File: config.mk
export PLATFORM = sky130hd
export DESIGN_NAME = inst_fetch_unit
export DESIGN_NICKNAME = d
export VERILOG_FILES = /design/src/rtl/inst_fetch_unit.sv
export SDC_FILE = /design/constraint.sdc
export NUM_CORES = 1
export LEC_CHECK = 0
export CAP_MARGIN = 40
export CELL_PAD_IN_SITES_DETAIL_PLACEMENT = 1
export CELL_PAD_IN_SITES_GLOBAL_PLACEMENT = 1
export CORE_MARGIN = 3
export CORE_UTILIZATION = 48
export CTS_BUF_LIST = sky130_fd_sc_hd__clkbuf_4
export CTS_CLUSTER_DIAMETER = 120
export DETAILED_ROUTE_END_ITERATION = 10
export PLACE_DENSITY = 0.86
export SYNTH_ARGS = -nofsm -noshare
export SYNTH_HDL_FRONTEND = slang
export SYNTH_SLANG_ARGS = --single-unit
File: constraint.sdc
create_clock -name Clock -period 3.38 [get_ports Clock]
set_input_delay 0.338 -clock Clock [delete_from_list [all_inputs] [get_ports Clock]]
set_output_delay 0.338 -clock Clock [all_outputs]
set_load 0.005 [all_outputs]
File: src/rtl/inst_fetch_unit.sv
// Instruction-fetch stage: owns the PC, prefetches sequential words into a small FIFO and
// loads the instruction register on IR_ld. At most one memory request is in flight.
module inst_fetch_unit #(
  parameter int unsigned PC_W     = 7,
  parameter int unsigned INST_W   = 16,
  parameter int unsigned PF_DEPTH = 2
) (
  input  logic              Clock,
  input  logic              Reset,
  input  logic              PC_clr,
  input  logic              PC_up,
  input  logic              IR_ld,
  output logic [PC_W-1:0]   IM_Addr,
  output logic              IM_Rd,
  input  logic [INST_W-1:0] IM_Data,
  input  logic              IM_Valid,
  output logic [INST_W-1:0] Inst,
  output logic [PC_W-1:0]   PC,
  output logic              IR_Valid,
  output logic              Stall
);

  localparam int unsigned PtrW = 2;
  localparam int unsigned CntW = 3;
  localparam logic [CntW-1:0] Depth   = CntW'(PF_DEPTH);
  localparam logic [PtrW-1:0] LastPtr = PtrW'(PF_DEPTH - 1);

  typedef enum logic [1:0] {StIdle, StWait, StDiscard} req_state_e;

  req_state_e        state_q, state_d;
  logic [PC_W-1:0]   pc_q, pc_d, fp_q, fp_d;
  logic [INST_W-1:0] inst_q, inst_d;
  logic              ir_valid_q, ir_valid_d;
  logic [INST_W-1:0] fifo_q [4];
  logic [PtrW-1:0]   rd_ptr_q, rd_ptr_d, wr_ptr_q, wr_ptr_d;
  logic [CntW-1:0]   count_q, count_d;
  logic              fifo_empty, outstanding, issue, push, pop;

  function automatic logic [PtrW-1:0] ptr_inc(input logic [PtrW-1:0] p);
    return (p == LastPtr) ? '0 : p + PtrW'(1);
  endfunction

  assign fifo_empty  = (count_q == '0);
  assign outstanding = (state_q == StWait);
  // Gated by Reset so no request is presented while the block is held in reset.
  assign issue = Reset && (state_q == StIdle) && !PC_clr &&
                 ((count_q + CntW'(outstanding)) < Depth);
  assign push  = (state_q == StWait) && IM_Valid && !PC_clr;
  assign pop   = IR_ld && !fifo_empty && !PC_clr;

  assign Stall    = IR_ld && fifo_empty;
  assign IM_Rd    = issue;
  assign IM_Addr  = fp_q;
  assign Inst     = inst_q;
  assign PC       = pc_q;
  assign IR_Valid = ir_valid_q;

  always_comb begin
    state_d = state_q;
    unique case (state_q)
      StIdle:    if (issue) state_d = StWait;
      StWait: begin
        if (IM_Valid)    state_d = StIdle;
        else if (PC_clr) state_d = StDiscard;
      end
      StDiscard: if (IM_Valid) state_d = StIdle;
      default:   state_d = StIdle;
    endcase
  end

  always_comb begin
    pc_d       = pc_q;
    fp_d       = fp_q;
    inst_d     = inst_q;
    ir_valid_d = ir_valid_q;
    rd_ptr_d   = rd_ptr_q;
    wr_ptr_d   = wr_ptr_q;
    count_d    = count_q;
    if (PC_clr) begin
      pc_d       = '0;
      fp_d       = '0;
      ir_valid_d = 1'b0;
      rd_ptr_d   = '0;
      wr_ptr_d   = '0;
      count_d    = '0;
    end else begin
      if (issue) fp_d = fp_q + PC_W'(1);
      if (PC_up && !Stall) pc_d = pc_q + PC_W'(1);
      if (IR_ld) begin
        ir_valid_d = !fifo_empty;
        if (!fifo_empty) inst_d = fifo_q[rd_ptr_q];
      end
      if (push) wr_ptr_d = ptr_inc(wr_ptr_q);
      if (pop)  rd_ptr_d = ptr_inc(rd_ptr_q);
      if (push && !pop)      count_d = count_q + CntW'(1);
      else if (pop && !push) count_d = count_q - CntW'(1);
    end
  end

  always_ff @(posedge Clock or negedge Reset) begin
    if (!Reset) begin
      state_q    <= StIdle;
      pc_q       <= '0;
      fp_q       <= '0;
      inst_q     <= '0;
      ir_valid_q <= 1'b0;
      rd_ptr_q   <= '0;
      wr_ptr_q   <= '0;
      count_q    <= '0;
    end else begin
      state_q    <= state_d;
      pc_q       <= pc_d;
      fp_q       <= fp_d;
      inst_q     <= inst_d;
      ir_valid_q <= ir_valid_d;
      rd_ptr_q   <= rd_ptr_d;
      wr_ptr_q   <= wr_ptr_d;
      count_q    <= count_d;
    end
  end

  always_ff @(posedge Clock) begin
    if (push) fifo_q[wr_ptr_q] <= IM_Data;
  end

endmodule

Word-level counts from Yosys, hierarchy flattened --
Memory sizes are Yosys's and may differ from the RTL's. A register that Yosys moved wholly into a read port is not among the register bits. Cells that the tools add are included.
Storage, ports and cells: bits in registers 24, memories 1, logic and storage cells 74, output and inout port bits 33, bits in writable memories 64
Memories:
- fifo_q | words 4, bits a word 16, rd ports 1, clocked after memory_dff 1, write ports 1, RTL line 34 | logic [INST_W-1:0] fifo_q [4];
Cells by class: equal/unequal tests 7, reduce and logical (&&, ||, !) cells 27, magnitude comparators 1, mux-type cells 22, add/sub/neg operators 7, bitwise gates (word level) 2
Operators by type and width (number):
- 2-to-1 mux 7 bit | 4
- 2-to-1 mux 2 bit | 10
- adder 7 x 1 -> 7 bit (second input constant) | 2
- logical AND 1 bit | 11
- nonzero test 2 bit | 5
- 2-to-1 mux 3 bit | 3
- equality test 2 x 1 -> 1 bit (second input constant) | 3
- zero test 1 bit | 6
- case mux 2 bit (3 select lines) | 1
- AND reduction 3 bit | 2
- adder 2 x 1 -> 2 bit (second input constant) | 2
- 2-to-1 mux 1 bit | 4
- != test 2 bit (second input constant) | 2
- adder 3 x 1 -> 3 bit | 1
- adder 3 x 1 -> 3 bit (second input constant) | 1
- zero test 3 bit | 1
- < comparator 3 x 2 -> 1 bit (second input constant) | 1
- != test 3 bit (second input constant) | 1
- nonzero test 3 bit | 1
- subtractor 3 x 1 -> 3 bit (second input constant) | 1
- equality test 2 bit (second input constant) | 1
- zero test 2 bit | 1
- inverter 1 bit | 2

Depth between registers and ports, before layout --
Gate-level depths: netlist (run 1).
word-level depth 8, gate-level depth with buffers 8, depth with buffers taken out 7

Least setup slack after synthesis (run 1) --
Ideal clock, no wire load.
path kind register -> register, from register state_q[1], to memory fifo_q[0][0], enable pin, arrival 2353 ps, cell stages (with the launch flop) 3, clock period less this slack 2783 ps, buffers on the path 0, library setup time 431 ps, path slack 597 ps, required time 2949 ps, cells stage by stage dfrtp_1 nand3b_1 nor4_1
On the way: longest elaborated chain between the ends 5
Ends and longest elaborated chain:
- start: declaration | RTL line 30 | req_state_e state_q, state_d;
- start signal: assignment | RTL line 102 | state_q <= StIdle;
- start signal: assignment | RTL line 111 | state_q <= state_d;
- equality test 2 x 1 -> 1 bit | RTL line 48 | assign push = (state_q == StWait) && IM_Valid && !PC_clr;
- logical AND 1 bit (2 in a row) | RTL line 48
- 2-to-1 mux 1 bit | RTL line 123 | if (push) fifo_q[wr_ptr_q] <= IM_Data;
- 2-to-1 mux 1 bit (implied by the code) | RTL line 123
- end: declaration | RTL line 34
No other way between the ends.

Final worst setup path (run 1) --
from register count_q[0], to output IM_Rd
On the way: longest elaborated chain between the ends 3
Ends and longest elaborated chain:
- start: declaration | RTL line 36 | logic [CntW-1:0] count_q, count_d;
- start signal: assignment | RTL line 118 | count_q <= count_d;
- adder 3 x 1 -> 3 bit | RTL line 47 | ((count_q + CntW'(outstanding)) < Depth);
- < comparator 3 x 2 -> 1 bit | RTL line 47
- logical AND 1 bit | RTL line 46 | assign issue = Reset && (state_q == StIdle) && !PC_clr &&
- end: declaration | RTL line 14 | output logic IM_Rd,
No other way between the ends.

==> results of run 1 <==
==> power groups by stage <==
| stage | clock network, W | logic (W) | registers, W |
|---|---|---|---|
| final | 0.000575 | 0.000888 | 0.00165 |
| after global routing | 0.000649 | 0.000986 | 0.00168 |
| after CTS | 0.000596 | 0.000908 | 0.00165 |
| after detailed placement | 0 | 0.000899 | 0.00168 |
| after global placement | 0 | 0.000863 | 0.00166 |
| after floorplan | 0 | 0.000539 | 0.00164 |
==> registers in the layout, indices dropped and copies added (netlist names) <==
register	count
rd_ptr_q	2
fifo_q	64
count_q	3
wr_ptr_q	2
state_q	2
PC	7
IR_Valid	1
Inst	16
IM_Addr	7
==> worst paths after layout <==
check | startpoint | end | slack (ns) | cells after the start
worst min register to register | IM_Addr[6] | IM_Addr[6] | 0.49 | 1
worst max-delay path | count_q[0] | IM_Rd | 0.30 | 6
max in group asynchronous | Reset | Inst[4] | 2.45 | 3
worst min-delay path | IM_Valid | state_q[1] | 0.47 | 2
worst max register to register | count_q[0] | IM_Addr[2] | 1.02 | 7
min in group asynchronous | Reset | count_q[0] | 0.53 | 3
==> placed cells by master, fill, tap and decap left out, types with 2 or more instances in the layout <==
cell / synthesis / routed
a21oi_1: 5 / 5
a221o_1: 2 / 2
and3_1: 5 / 5
buf_4: 2 / 8
clkbuf_4: 0 / 9
clkdlybuf4s50_1: 0 / 53
clkinv_2: 0 / 2
clkinvlp_4: 0 / 2
dfrtp_1: 40 / 40
edfxtp_1: 64 / 64
ha_1: 3 / 3
inv_1: 4 / 4
inv_6: 0 / 2
mux2_2: 17 / 17
mux2i_1: 2 / 2
mux4_2: 16 / 16
nand2_1: 5 / 5
nand2b_1: 7 / 7
nand3_1: 4 / 4
nand3b_1: 3 / 3
nand4_1: 2 / 2
nor2_1: 16 / 16
nor3_1: 4 / 4
nor3b_1: 2 / 2
nor4_2: 0 / 2
o21ai_0: 3 / 3
or3_1: 2 / 2
or3_4: 2 / 2
xnor2_1: 7 / 7
xor2_1: 3 / 3
==> through the flow <==
stage                     worst slack [ns]  hold slack (ns)
after floorplan                      0.597           0.0424
after global placement               0.864            0.475
after detailed placement             0.771            0.485
after CTS                            0.255            0.455
after global routing                0.0820            0.448
final                                0.299            0.469
==> worst register-to-register path, delay by kind of cell, from the launching register on <==
family	cells	cell delay, ns
flops	1	0.48
simple gates	4	0.99
fa+ha+maj	1	0.28
compound gates	1	0.38
buf+inv	1	0.12
==> layer usage <==
metal | track usage | share of wire
met3 | 0.0477 | 0.035
met2 | 0.325 | 0.52
met1 | 0.244 | 0.44
met5 | 0 | 0
met4 | 0.0441 | 0.0065
==> logic make-up after synthesis <==
kind of cell | synth area share
compound gates | 0.0231
xor+xnor | 0.0208
fa+ha+maj | 0.0136
buf+inv | 0.0214
flops | 0.693
mux | 0.136
simple gates | 0.0926
==> area by class of cell <==
type                       instances  area [um^2]  share of cell area
clock buffer                       9         67.6              0.0135
timing repair buffer              63          606               0.121
inverter                           4         15.0             0.00299
clock inverter                     7         53.8              0.0107
tap                              105          131              0.0262
sequential                       104         2920               0.583
multi-input combinational        127         1220               0.243
==> Yosys cell counts, types with 2 or more instances <==
| library cell | n | area, um^2 |
|---|---|---|
| edfxtp_1 | 64 | 1920 |
| dfrtp_1 | 40 | 1000 |
| mux2_2 | 17 | 191 |
| mux4_2 | 16 | 360 |
| nor2_1 | 16 | 60.1 |
| nand2b_1 | 7 | 43.8 |
| xnor2_1 | 7 | 61.3 |
| a21oi_1 | 5 | 25.0 |
| and3_1 | 5 | 31.3 |
| nand2_1 | 5 | 18.8 |
| inv_1 | 4 | 15.0 |
| nand3_1 | 4 | 20.0 |
| nor3_1 | 4 | 20.0 |
| buf_2 | 3 | 15.0 |
| buf_6 | 3 | 33.8 |
| clkbuf_1 | 3 | 11.3 |
| ha_1 | 3 | 37.5 |
| nand3b_1 | 3 | 22.5 |
| nor4_1 | 3 | 18.8 |
| o21ai_0 | 3 | 15.0 |
| xor2_1 | 3 | 26.3 |
| a221o_1 | 2 | 20.0 |
| buf_4 | 2 | 15.0 |
| mux2i_1 | 2 | 20.0 |
| nand4_1 | 2 | 12.5 |
| nor3b_1 | 2 | 15.0 |
| or3_1 | 2 | 12.5 |
| or3_4 | 2 | 22.5 |
==> qor.yml, run 1 <==
timing:
  setup_tns_ns: 0
  setup_viol: 0
  finalCritPeriodShare: 0.912
  fmax_mhz: 325
  fin_crit_ns: 3.08
  worst_pin_slew_ns: 0.804
  drv_slew: 0
  rsz0062_at_grt: "no"
  fin_skew_ns: 0.0229
  hold_violations: 0
  slew_headroom: 0.464
route:
  drtIter0Drc: 136
  routed_wl_um: 8490
  final_antenna_net_count: 0
  wl_per_cell_um: 20.3
  num_vias: 2325
  via_per_inst: 5.55
  drt_pass1_iterations: 4
  post-route-drc-count: 0
floorplanning:
  start_util: 0.503
  die_w_um: 99.7
  die-height_um: 99.7
  std_cell_rows: 33
  core_um2: 8380
  die_area_um2: 9950
  io_pins: 55
layout:
  final_cells: 419
  syn_to_final_growth_pct: 18.9
  drive_above_1_share: 0.217
  antennaDiodeCount: 0
  fillers: 795
  fin_nets: 335
  fin_util: 0.598
  final_area_um2: 5010
setup_path:
  cp_max_fo: 13
  end_kind: "output pin"
  crit_chain: "inv_1 > nor3b_1 > ha_1 > nand2b_1 > nor3_4 > clkdlybuf4s50_1"
  cpLargestDelayFamily: "simple AND/OR/NAND/NOR gates"
  required_ns: 3.04
  slowest_stage: "clkdlybuf4s50_1"
  worstPathArrival_ns: 2.74
  cpPeakStageDelay_ns: 0.59
  path_class: "reg -> out"
  path_buf_inv: 2
  cp-start-kind: "flip-flop"
global_route:
  grt_pass1_wl_um: 14200
  overflow: 0
  grtUsageTotal: 0.190
  grt_start_max_net_pins: 41
  grt_pass1_vias: 2590
  antenna_found_initial: 0
cts:
  cts.reportedPaths.clkPinSlew_ns: 0.17
  clkSinkCount: 104
  cts_buffer_depth: 2
  cts_root_buf: "clkbuf_4"
  cts_resized: 0
  ctsHoldBuffers: 1
  clk_latency_ns: 0.45
  postCtsSetupRepairBufs: 0
  cts_tree: "done"
  htreeDepth: 3
  cts_buffers: 9
power:
  power_density_nw_per_um2: 621
  p_int_w: 0.00221
  vdd_drop_max_mv: 0.370
  total_power_w: 0.00311
  p_switching_w: 0.000900
  clockPowerShare: 0.185
  comb_power_share: 0.285
  sequentialPowerShare: 0.530
  p_leak_nw: 1.81
  switching_share: 0.289
synth:
  ys_ff_latch: 104
  ys_types: 42
  avgSynthCellArea_um2: 17.1
  synth_edf_count: 64
  syn-num-nets: 272
  yosys_warnings: 0
  seq_area_frac_synth: 0.693
  async_reset_ff_frac: 0.385
  synthCells: 246
  syn_area_um2: 4220
  synth_flop_cell: "edfxtp_1"
placed_design:
  port_buffers: 54
  placed_cell_area_um2: 4880
  dpl.hpwl_um: 5800
  place_inst: 402
  place_congestion: 0.735
worst_hold_path:
  hold_path.class: "in -> reg"
run:
  drv_cap: 0
outcome:
  status: "finished, final reports clean"
No activity file was read; power rests on OpenSTA's default activity.
==> inputs of run 2 (changes only) <==
GPL_TIMING_DRIVEN = 0   (was unset)
RECOVER_POWER = 25   (was unset)
==> qor.yml, run 2 (synthesis results as in run 1) <==
outcome:
  status: "finished, final reports clean"  # unchanged
layout:
  largest_reg_flops: 64  # unchanged
  syn_to_final_growth_pct: 21.2  # was 18.9%
  drive_above_1_share: 0.231  # was 0.217
  regMostFlops: "fifo_q"  # unchanged
  antennaDiodeCount: 0  # unchanged
  final_common_cell: "edfxtp_1"  # unchanged
  fin_nets: 345  # was 335
  final_cell_mix: "edfxtp_1, dfrtp_1, clkdlybuf4s50_1"  # was edfxtp_1, clkdlybuf4s50_1, dfrtp_1
  final_area_um2: 5110  # was 5010 um^2
worst_hold_path:
  hold_path.class: "in -> reg"  # unchanged
timing:
  slew_headroom: 0.423  # was 0.464
  fmax_mhz: 334  # was 325 MHz
  rsz0062_at_grt: "no"  # unchanged
  fin_crit_ns: 3.00  # was 3.08 ns
  hold_slack_ns: 0.191  # was 0.469 ns
  hold_violations: 0  # unchanged
  fin_ws_ns: 0.382  # was 0.299 ns
  drv_slew: 0  # unchanged
  worst_pin_slew_ns: 0.865  # was 0.804 ns
  setup_tns_ns: 0  # unchanged
  setup_viol: 0  # unchanged
  fin_skew_ns: 0.0163  # was 0.0229 ns
  finalCritPeriodShare: 0.887  # was 0.912
placed_design:
  place_congestion: 0.720  # was 0.735
  placed_cell_area_um2: 4960  # was 4880 um^2
  dp_slack_ns: 0.741  # was 0.771 ns
  port_buffers: 53  # was 54
  dpl.hpwl_um: 6140  # was 5800 um
power:
  p_leak_nw: 1.88  # was 1.81 nW
  total_power_w: 0.00319  # was 0.00311 W
  power_density_nw_per_um2: 625  # was 621 nW/um^2
  vdd_drop_max_mv: 0.319  # was 0.370 mV
setup_path:
  required_ns: 3.04  # about the same
  path_class: "reg -> out"  # unchanged
  cp-start-kind: "flip-flop"  # unchanged
  end_kind: "output pin"  # unchanged
  worstPathArrival_ns: 2.66  # was 2.74 ns
  cp_max_fo: 10  # was 13
floorplanning:
  die_w_um: 99.7  # unchanged
  start_util: 0.503  # unchanged
  core_um2: 8380  # unchanged
  io_pins: 55  # unchanged
  die-height_um: 99.7  # unchanged
  std_cell_rows: 33  # unchanged
  die_area_um2: 9950  # unchanged
cts:
  htreeDepth: 3  # unchanged
  cts_buffer_depth: 2  # unchanged
  postCtsSetupRepairBufs: 0  # unchanged
  cts_resized: 0  # unchanged
  cts_tree: "done"  # unchanged
  clkSinkCount: 104  # unchanged
  cts_buffers: 9  # unchanged
  cts_root_buf: "clkbuf_4"  # unchanged
  cts.reportedPaths.clkPinSlew_ns: 0.17  # about the same
  clk_latency_ns: 0.45  # about the same
global_route:
  grt_pass1_vias: 2707  # was 2590
  grtUsageTotal: 0.189  # was 0.190
  antenna_found_initial: 0  # unchanged
  overflow: 0  # unchanged
  grt_start_max_net_pins: 22  # was 41
  grt_pass1_wl_um: 14300  # was 14200 um
run:
  drv_cap: 0  # unchanged
route:
  drt_pass1_iterations: 4  # unchanged
  drtIter0Drc: 102  # was 136
  routed_wl_um: 8590  # was 8490 um
  post-route-drc-count: 0  # unchanged
  via_per_inst: 5.55  # about the same
  final_antenna_net_count: 0  # unchanged
  wl_per_cell_um: 20.0  # was 20.3 um
  num_vias: 2379  # was 2325
## run 2: changes by cell type in the layout (fill, tap and decap cells not counted), moves of 2 or more
cell / delta
clkdlybuf4s50_1: -16
dlygate4sd3_1: +15
buf_2: +4
buf_6: +3
clkbuf_1: +3
clkinv_2: -2
clkinvlp_4: -2
inv_6: +2
## run 2: where the power goes
part / switching [W] / internal [W] / leakage [nW]
clock: 0.000435 / 0.000171 / 0.0732
sequential: 0.000112 / 0.00151 / 1.09
combinational: 0.000393 / 0.000573 / 0.708
## run 2: cell type report
class                      instances  area, um^2
fill                             761        3270
sequential                       104        2920
multi-input combinational        127        1220
timing repair buffer              62         621
tap                              105         131
buffer                            11        75.1
clock buffer                       9        67.6
clock inverter                     7        61.3
inverter                           4        15.0
## run 2: through the flow
stage,util,cells
2_1_floorplan,-,246
3_3_place_gp,0.582,404
3_5_place_dp,0.591,411
4_1_cts,0.608,428
5_1_grt,0.610,429
6_report,0.610,429
## run 2: timing repair
item                                   4_1_cts  5_1_grt
setup endpoints to repair                    0        0
endpoints found under the hold margin       20        0
hold buffers                                 1        0
## run 2: routing by layer
| layer | global-route usage | share of wire | vias to the layer above |
|---|---|---|---|
| li1 | - | - | 1087 |
| met1 | 0.239 | 0.43 | 1242 |
| met2 | 0.330 | 0.53 | 40 |
| met3 | 0.0302 | 0.028 | 10 |
| met4 | 0.0683 | 0.014 | 0 |
| met5 | 0 | 0 | - |
## run 2: path summary, 6_finish.rpt
path / start / to / slack, ns / cells after the start
worst max-delay path: count_q[0] / IM_Rd / 0.38 / 7
worst min-delay path: PC_clr / rd_ptr_q[1] / 0.19 / 3
worst max register to register: state_q[1] / fifo_q[1][14] / 1.10 / 4
worst min register to register: IM_Addr[6] / IM_Addr[6] / 0.49 / 1
max in group asynchronous: Reset / Inst[7] / 2.49 / 3
min in group asynchronous: Reset / IM_Addr[5] / 0.38 / 2
## run 2: critical path, stage by stage (launching register included)
cell and delay [ns]:
dfrtp_1 0.50, inv_1 0.12, nor3b_1 0.24, ha_1 0.26, nand2b_1 0.19, nor3_4 0.19
buf_4 0.20, clkdlybuf4s50_1 0.51
==> inputs of run 3 (changes only) <==
CTS_CLUSTER_SIZE = 10   (was unset)
==> results of run 3 <==
The final DEF is identical to that of run 2; final timing and power are the same.
